### src/rtl/hive_level_ctrl.sv
// Level-ring control for the hive core. It provides the stage-0 thread counter
// and the INIT/RUN sweep that clears all stacks after reset. It queues
// per-thread stack clears until each thread reaches stage 0. It also turns
// pop/push errors from the ring pipeline into per-thread sticky bits and one
// interrupt line.
module hive_level_ctrl #(
    parameter int THRDS  = 8,
    parameter int THRD_W = 3
) (
    input  logic              clk_i,
    input  logic              rst_i,
    input  logic [THRDS-1:0]  clr_req_i,
    input  logic [THRDS-1:0]  err_ack_i,
    input  logic              pop_er_2_i,
    input  logic              psh_er_6_i,
    output logic [THRD_W-1:0] thrd_0_o,
    output logic              cls_o,
    output logic [THRDS-1:0]  clr_busy_o,
    output logic              init_done_o,
    output logic [THRDS-1:0]  pop_er_o,
    output logic [THRDS-1:0]  psh_er_o,
    output logic              err_irq_o
);

    typedef enum logic {
        ST_INIT,
        ST_RUN
    } state_t;

    localparam logic [THRD_W-1:0] THRD_LAST = THRD_W'(THRDS - 1);

    state_t             state_q, state_d;
    logic [THRD_W-1:0]  thrd_q, thrd_d;
    logic               init_done_q, init_done_d;
    logic [THRDS-1:0]   pend_q, pend_d;
    logic [THRDS-1:0]   pop_q, pop_d;
    logic [THRDS-1:0]   psh_q, psh_d;
    logic [THRDS-1:0]   pop_set, psh_set;
    logic [THRD_W-1:0]  pop_idx, psh_idx;

    // FSM state register: INIT after reset, RUN once the sweep completes
    always_ff @(posedge clk_i) begin
        if (!rst_i) begin
            state_q <= ST_INIT;
        end else begin
            state_q <= state_d;
        end
    end

    // Next-state, clear scheduling and sticky-error update logic
    always_comb begin
        state_d     = state_q;
        thrd_d      = (thrd_q == THRD_LAST) ? '0 : thrd_q + THRD_W'(1);
        cls_o       = (state_q == ST_INIT) | pend_q[thrd_q];
        pend_d      = pend_q;
        pop_set     = '0;
        psh_set     = '0;
        // The error reaching stage N entered the ring at stage 0 N cycles
        // earlier, so it belongs to the thread N steps behind the counter.
        pop_idx     = thrd_q - THRD_W'(2);
        psh_idx     = thrd_q - THRD_W'(6);

        if ((state_q == ST_INIT) && (thrd_q == THRD_LAST)) begin
            state_d = ST_RUN;
        end
        init_done_d = (state_d == ST_RUN);

        // A new request takes priority over the service in progress. The
        // thread then gets a second clear one revolution later.
        if (cls_o) begin
            pend_d[thrd_q] = 1'b0;
        end
        pend_d = pend_d | clr_req_i;

        if (state_q == ST_RUN) begin
            if (pop_er_2_i) begin
                pop_set[pop_idx] = 1'b1;
            end
            if (psh_er_6_i) begin
                psh_set[psh_idx] = 1'b1;
            end
        end
        // A new error takes priority over an acknowledge in the same cycle.
        pop_d = (pop_q & ~err_ack_i) | pop_set;
        psh_d = (psh_q & ~err_ack_i) | psh_set;
    end

    // Datapath registers: thread counter, pending clears, sticky errors
    always_ff @(posedge clk_i) begin
        if (!rst_i) begin
            thrd_q      <= '0;
            init_done_q <= 1'b0;
            pend_q      <= '0;
            pop_q       <= '0;
            psh_q       <= '0;
        end else begin
            thrd_q      <= thrd_d;
            init_done_q <= init_done_d;
            pend_q      <= pend_d;
            pop_q       <= pop_d;
            psh_q       <= psh_d;
        end
    end

    assign thrd_0_o    = thrd_q;
    assign clr_busy_o  = pend_q;
    assign init_done_o = init_done_q;
    assign pop_er_o    = pop_q;
    assign psh_er_o    = psh_q;
    assign err_irq_o   = |(pop_q | psh_q);

endmodule

### config.mk
export PLATFORM = sky130hd
export DESIGN_NAME = hive_level_ctrl
export DESIGN_NICKNAME = d
export VERILOG_FILES = /design/src/rtl/hive_level_ctrl.sv
export SDC_FILE = /design/constraint.sdc
export NUM_CORES = 1
export LEC_CHECK = 0
export BUFFER_PORTS_ARGS = -buffer_cell sky130_fd_sc_hd__clkbuf_2
export CELL_PAD_IN_SITES_DETAIL_PLACEMENT = 1
export CELL_PAD_IN_SITES_GLOBAL_PLACEMENT = 1
export CORE_ASPECT_RATIO = 2
export CORE_MARGIN = 2
export CORE_UTILIZATION = 31
export CTS_CLUSTER_DIAMETER = 30
export DETAILED_ROUTE_END_ITERATION = 10
export GPL_TIMING_DRIVEN = 0
export HOLD_SLACK_MARGIN = 0.15
export PLACE_DENSITY = 0.74
export SLEW_MARGIN = 20
export SYNTH_ARGS = -nofsm -noshare
export SYNTH_HDL_FRONTEND = slang
export SYNTH_SLANG_ARGS = --single-unit
### constraint.sdc
create_clock -name clk_i -period 1.95 [get_ports clk_i]
set_input_delay 0.0975 -clock clk_i [delete_from_list [all_inputs] [get_ports clk_i]]
set_output_delay 0.0975 -clock clk_i [all_outputs]
set_load 0.02 [all_outputs]
# Word level (Yosys, flattened, before mapping)
# Index checks and enable logic that the tools add are counted.
dict set report classes {
  order_cmp 6
  n_reduce_logical 6
  n_bitwise 12
  add_sub_neg 3
  eq_ne 1
  mux 13
}
# op count
set ops {}
lappend ops {{2-to-1 mux 8 bit} 5}
lappend ops {{bitwise OR 8 bit} 4}
lappend ops {{AND 8 bit} 3}
lappend ops {{inverter 8 bit} 2}
lappend ops {{< comparator 3 x 4 -> 1 bit, second input constant} 3}
lappend ops {{demux 1 bit (select 3 bit)} 3}
lappend ops {{>= comparator 3 x 1 -> 1 bit, second input constant} 3}
lappend ops {{OR reduction 8 bit} 1}
lappend ops {{logical AND 1 bit} 4}
lappend ops {{2-to-1 mux 1 bit} 4}
lappend ops {{adder 3 x 1 -> 3 bit, second input constant} 1}
lappend ops {{binary-select mux 1 bit (select 3 bit)} 1}
lappend ops {{== test 3 bit, second input constant} 1}
lappend ops {{subtractor 3 x 2 -> 3 bit, second input constant} 1}
lappend ops {{subtractor 3 bit, second input constant} 1}
lappend ops {{inverter 1 bit} 2}
lappend ops {{OR reduction 2 bit} 1}
lappend ops {{bitwise OR 1 bit} 1}
dict set report word_totals {
  reg_bits 28
}

# Longest topological paths before layout
# Gate-level depths: netlist (run 1).
dict set report depth {
  ltp_word 8
  mapped_depth 4
  depth_no_buf 3
}

# Worst setup path after synthesis (run 1)
# Ideal clock, no wire load.
dict set report synth_timing {
  path_type {register to output}
  startpoint {reg thrd_q[0], in the netlist thrd_0_o[0]}
  endpoint {out cls_o}
  path_stages_with_launch 4
  arrival_ns 1.427
  slack_ns 0.425
  path_cell_list {dfxtp_1 -> mux2_4 -> a22o_1 -> a221o_1}
}
dict set report synth_between {
  elab_chain_len 3
}
# item line_no
set synth_rtl {}
lappend synth_rtl {{start: declaration} 33} ;# logic [THRD_W-1:0] thrd_q, thrd_d;
lappend synth_rtl {{start signal: assignment} 97} ;# thrd_q <= thrd_d;
lappend synth_rtl {{binary-select mux 1 bit (select 3 bit)} 54} ;# cls_o = (state_q == ST_INIT) | pend_q[thrd_q];
lappend synth_rtl {{2-to-1 mux 1 bit (implied by the code)} 54}
lappend synth_rtl {{bitwise OR 1 bit} 54}
lappend synth_rtl {{end: declaration} 17} ;# output logic cls_o,
# No other way between the ends. The select of a mux whose other input is x is not followed.

# Final worst setup path (run 1)
# Ends and elaborated chain as after synthesis.

==> run summary, run 1 <==
placed insts = 227
clk_lat worst skew = 0.28 ns
WHS Path Cells = 3
# DRC = 0
unrepaired setup endpoints after global routing = no
postcts setup bufs = 0
Placer Congestion = 0.844
first-pass GRT wire length = 5610 um
Synth area leaders = dfxtp_1 48%, and2_1 7.4%, o22ai_1 7.4%
HP Start = err_ack_i[5]
DRT antenna net count = 0
Die Y = 91.2 um
Routed wire per std cell = 14.7 um
Slew HR = 73.3%
Core ar. = 0.00365 mm^2
Initial Utilization = 32.3%
TritonCTS clock tree = yes
cell area after synthesis = 0.00118 mm^2
Worst Tran Pin Value = 0.400 ns
All-Layer GR Usage = 17.9%
r2r startpoint = thrd_0_o[1]$_SDFF_PP0_
most frequent cells in the layout = 49 x clkbuf_2, 27 x dfxtp_1, 15 x inv_1
P_leak = 0.732 nW
initial antenna violation count = 0
IO Port Bufs = 49
Reg2Reg Depth = 5
Worst Skew = 0.00155 ns
Min-Delay Endpoint = psh_er_o[5]$_SDFF_PN0_
number of flops mapped to enable cells by yosys = 0
Final TNS setup = 0 ns
CP max FO = 10
Seq/Total Area, Yosys = 47.6%
Detailed Route WL = 3560 um
syn_area_per_cell = 9.13 um^2
commonest non-fill, non-tap cell in the layout = clkbuf_2
power density over the cells = 740 mW/mm^2
dpl hpwl = 2820 um
CTS Buf Count = 3
met2 usage = 32.2%
syn nets = 151
fin nets = 216
die width = 47.6 um
most used routing layer = met2
Yosys cell types = 30
worst min path class = input pin to flop
Worst Path Required = 1.85 ns
final setup vio count = 0
Reg clk slew, reported paths = 0.10 ns
final hold viol count = 0
CTS max path bufs = 2
cell taking the most area after synthesis = dfxtp_1
row count = 31
min Tclk post-route = 1.86 ns
RR Endpoint = psh_er_o[3]$_SDFF_PN0_
register-to-register setup slack = 0.24 ns
status = finished, final reports clean
die area = 0.00434 mm^2
GR met3 Demand/Resource = 1.99%
worst IR drop on VDD = 569 uV
YS warnings = 0
max-cap viol count = 0
CP Launch Type = flop
Crit path arrival time = 1.76 ns
WS Path Type = flop to primary output
routed vias/inst = 4.88
Post-Syn Instances = 129
register bit total from synthesis = 28
largest net degree at the start of global routing = 17
via count = 1,182
Layout area overhead = 41.6%
Fill cells = 475
Max Slew Vio Count = 0
Detailed Route Iter0 Violations = 9
DRT Pass-1 Iters = 4
global route overflow = 0
layout cells sized above 1 = 30.6%
root buffer cell = clkbuf_8
vias in the first global route = 1,209
fmax = 538 MHz
Period Utilization, post-route = 95.3%
FFs w/ async S/R, synth = 0%
Most used DFF post-synth = dfxtp_1
CP endpoint kind = primary output
Diodes inserted = 0
CTS Sinks = 28
post-synth top area share = 47.6%
Non-Filler Instances = 242
CTS HTree Levels = 1
met1 Use GR = 19.0%
I/O pin total = 50
-- worst max-delay path by stage --
stage / from / end / cells past startpoint
after floorplan: thrd_0_o[0]$_SDFF_PP0_ / cls_o / 3
after global placement: thrd_0_o[0]$_SDFF_PP0_ / cls_o / 5
after detailed placement: thrd_0_o[0]$_SDFF_PP0_ / cls_o / 5
after CTS: thrd_0_o[0]$_SDFF_PP0_ / cls_o / 5
after global routing: thrd_0_o[1]$_SDFF_PP0_ / cls_o / 5
final: thrd_0_o[0]$_SDFF_PP0_ / cls_o / 5
-- routing by layer --
| metal | share of wire, % | routed length, um | vias to the layer above |
|---|---|---|---|
| li1 | - | - | 579 |
| met1 | 35 | 1240 | 561 |
| met2 | 60 | 2130 | 36 |
| met3 | 3.2 | 114 | 6 |
| met4 | 2.0 | 73 | 0 |
| met5 | 0 | 0 | - |
-- layout make-up --
class	instances	area, um^2	share of cell area (%)
sequential	28	562	33.7
buffer	5	21.3	1.28
clock inverter	1	30.0	1.80
tap	49	61.3	3.68
timing repair buffer	60	355	21.3
clock buffer	3	41.3	2.48
inverter	15	56.3	3.38
multi-input combinational	81	539	32.4
-- worst max-delay path, stage by stage, from the launching register on --
cell and delay, ns:
dfxtp_2 0.41, buf_2 0.24, mux2i_1 0.25, o221ai_1 0.14, a221o_1 0.29, clkbuf_2 0.16
-- synthesized netlist by cell type, types with 3 or more instances --
cell and count:
a21boi_0 3, a21oi_1 7, and2_1 14, clkbuf_1 3
dfxtp_1 28, inv_1 15, nand2_1 3, nand3b_1 4
nand4_1 3, nor2b_1 7, nor4_1 4, o22ai_1 14
-- timing repair --
item,CTS,global route
pin swaps,0,0
hold buffers,11,0
endpoints found under the hold margin,10,0
gates resized for setup,1,1
endpoints found under the setup margin,1,1
-- logic make-up after synthesis --
logic type / count (synthesis) / synth area share, %
buf+inv: 20 / 6.59
fa+ha+maj: 2 / 2.13
simple gates: 47 / 25.2
mux: 2 / 2.13
compound gates: 30 / 16.4
flops: 28 / 47.6
-- per-stage QoR --
stage	setup WS (ns)	area (um^2)	util, %	hold slack, ns	power [mW]
2_1_floorplan	0.425	1180	-	0.221	0.704
3_3_place_gp	0.282	1480	40.7	0.311	0.763
3_5_place_dp	0.284	1480	40.7	0.323	0.771
4_1_cts	0.0727	1670	45.7	0.159	1.24
5_1_grt	0.00344	1670	45.7	0.158	1.28
6_report	0.0911	1670	45.7	0.162	1.23
-- power breakdown --
group,internal (mW),switching [mW]
Combinational,0.0747,0.0890
Clock,0.275,0.186
Sequential,0.590,0.0182
-- state kept, by name, indices dropped and copies added (netlist names) --
| signal | flops |
|---|---|
| thrd_0_o | 3 |
| init_done_o | 1 |
| psh_er_o | 8 |
| clr_busy_o | 8 |
| pop_er_o | 8 |
Power figures use the tool's default switching activity.
==> run 2: changes to the inputs <==
--- a/config.mk
+++ b/config.mk
@@ -8,9 +8,9 @@
 export BUFFER_PORTS_ARGS = -buffer_cell sky130_fd_sc_hd__clkbuf_2
 export CELL_PAD_IN_SITES_DETAIL_PLACEMENT = 1
 export CELL_PAD_IN_SITES_GLOBAL_PLACEMENT = 1
-export CORE_ASPECT_RATIO = 2
 export CORE_MARGIN = 2
 export CORE_UTILIZATION = 31
+export CTS_BUF_LIST = sky130_fd_sc_hd__clkbuf_4
 export CTS_CLUSTER_DIAMETER = 30
 export DETAILED_ROUTE_END_ITERATION = 10
 export GPL_TIMING_DRIVEN = 0
==> run summary, run 2 (synthesized netlist as in run 1, its figures left out) <==
status = finished, final reports clean
worst hold slack = 0.367 ns
Placer Congestion = 0.741
final hold viol count = 0
slowest CP cell = or3b_1
min Tclk post-route = 1.84 ns
DRT antenna net count = 0
Power, Total = 1.02 mW
root buffer cell = clkbuf_4
Cell Int Power = 755 uW
CTS Buf Count = 3
worst IR drop on VDD = 298 uV
largest net degree at the start of global routing = 15
Final TNS setup = 0 ns
fmax = 542 MHz
die area = 0.00431 mm^2
Detailed Route WL = 3540 um
P_sw = 266 uW
power density over the cells = 585 mW/mm^2
worst min path class = input pin to flop
combinational share of power = 17.9%
Sw Ratio = 26.1%
die width = 65.6 um
Core ar. = 0.00366 mm^2
max-cap viol count = 0
P_leak = 0.771 nW
CP top delay family = simple AND/OR/NAND/NOR gates
Initial Utilization = 32.2%
I/O pin total = 50
routed vias/inst = 4.83
Worst Tran Pin Value = 0.378 ns
fin nets = 228
Max Slew Vio Count = 0
CP Launch Type = flop
GR met3 Demand/Resource = 2.40%
via count = 1,218
Period Utilization, post-route = 94.6%
unrepaired setup endpoints after global routing = no
All-Layer GR Usage = 17.5%
Routed wire per std cell = 14.0 um
most frequent cells in the layout = 50 x clkbuf_2, 26 x dfxtp_1, 23 x dlygate4sd3_1
global route overflow = 0
Slew HR = 74.8%
dpl hpwl = 2630 um
CP Cell Sequence = or3b_1 > o221ai_1 > a221o_1 > clkbuf_2
Layout Utilization = 47.6%
Worst Path Required = 1.85 ns
clk_lat worst skew = 0.32 ns
DRT Pass-1 Iters = 4
initial antenna violation count = 0
Reg clk slew, reported paths = 0.14 ns
Crit path arrival time = 1.75 ns
postcts setup bufs = 0
commonest non-fill, non-tap cell in the layout = clkbuf_2
# DRC = 0
met2 usage = 32.8%
CP max FO = 8
Die Y = 65.6 um
met1 Use GR = 21.1%
first-pass GRT wire length = 5780 um
IO Port Bufs = 49
Detailed Route Iter0 Violations = 25
vias in the first global route = 1,242
layout cells sized above 1 = 29.4%
Final Instance Area = 0.00174 mm^2
Crit path largest cell delay = 0.45 ns
final setup vio count = 0
TritonCTS clock tree = yes
CTS max path bufs = 2
register share of total power = 59.6%
CTS HTree Levels = 1
dpl cell area = 0.00148 mm^2
power share of the clock group = 22.4%
CP bufs+invs = 1
Fill cells = 451
Layout area overhead = 48.1%
Worst Skew = 0.00833 ns
CTS Sinks = 28
WS Path Type = flop to primary output
row count = 22
CP endpoint kind = primary output
Diodes inserted = 0
most used routing layer = met2
run 2: changes by cell type in the layout (fill, tap and decap cells not counted):
cell           previous run  this run
dlygate4sd3_1            11        23
clkbuf_4                  0         3
clkbuf_8                  3         0
buf_1                     1         0
buf_2                     2         1
buf_4                     0         1
bufinv_16                 1         0
clkbuf_2                 49        50
dfxtp_1                  27        26
dfxtp_4                   0         1
run 2: worst register-to-register path: cells and delay by family (launching register included):
kind	cells	cell delay (ns)
AND/OR/NAND/NOR	2	0.58
AO/OA/AOI/OAI	1	0.18
buffers and inverters	1	0.54
flip-flops	1	0.41
run 2: final timing paths:
kind | from | end | slack, ns | cells past startpoint
setup / recovery | thrd_0_o[0]$_SDFF_PP0_ | cls_o | 0.11 | 4
hold / removal | pop_er_2_i | pop_er_o[2]$_SDFF_PN0_ | 0.37 | 4
setup reg to reg | thrd_0_o[2]$_SDFF_PP0_ | clr_busy_o[4]$_SDFF_PN0_ | 0.14 | 4
hold reg to reg | clr_busy_o[6]$_SDFF_PN0_ | clr_busy_o[6]$_SDFF_PN0_ | 0.55 | 2
run 2: per-stage QoR:
| step | worst slack [ns] | std cells |
|---|---|---|
| detailed placement | 0.277 | 226 |
| finish | 0.106 | 252 |
| CTS | 0.00247 | 252 |
| global placement | 0.336 | 226 |
| global route | 0.00879 | 252 |
| floorplan | 0.425 | 129 |
run 2: repair_timing:
item / 4_1_cts / 5_1_grt
gates resized for setup: 2 / 4
endpoints found under the hold margin: 27 / 0
hold buffers: 23 / 0
cloned: 0 / 0
endpoints found under the setup margin: 1 / 2
run 2: layout make-up:
cell class | instances | area, um^2 | share of cell area, %
buffer | 5 | 25.0 | 1.43
tap | 48 | 60.1 | 3.44
timing repair buffer | 72 | 475 | 27.3
clock buffer | 3 | 22.5 | 1.29
inverter | 15 | 56.3 | 3.23
sequential | 28 | 566 | 32.4
multi-input combinational | 81 | 539 | 30.9
run 2: power by group through the flow:
stage	Combinational (mW)	Sequential (mW)	Clock [mW]
2_1_floorplan	0.0649	0.639	0
3_3_place_gp	0.143	0.619	0
3_5_place_dp	0.148	0.621	0
4_1_cts	0.184	0.609	0.248
5_1_grt	0.201	0.613	0.269
6_report	0.183	0.609	0.229
run 2: per-layer routing:
layer | up-vias | share of wire [%]
met5 | - | 0
met2 | 31 | 53
li1 | 604 | -
met4 | 0 | 0.23
met3 | 2 | 5.0
met1 | 581 | 42
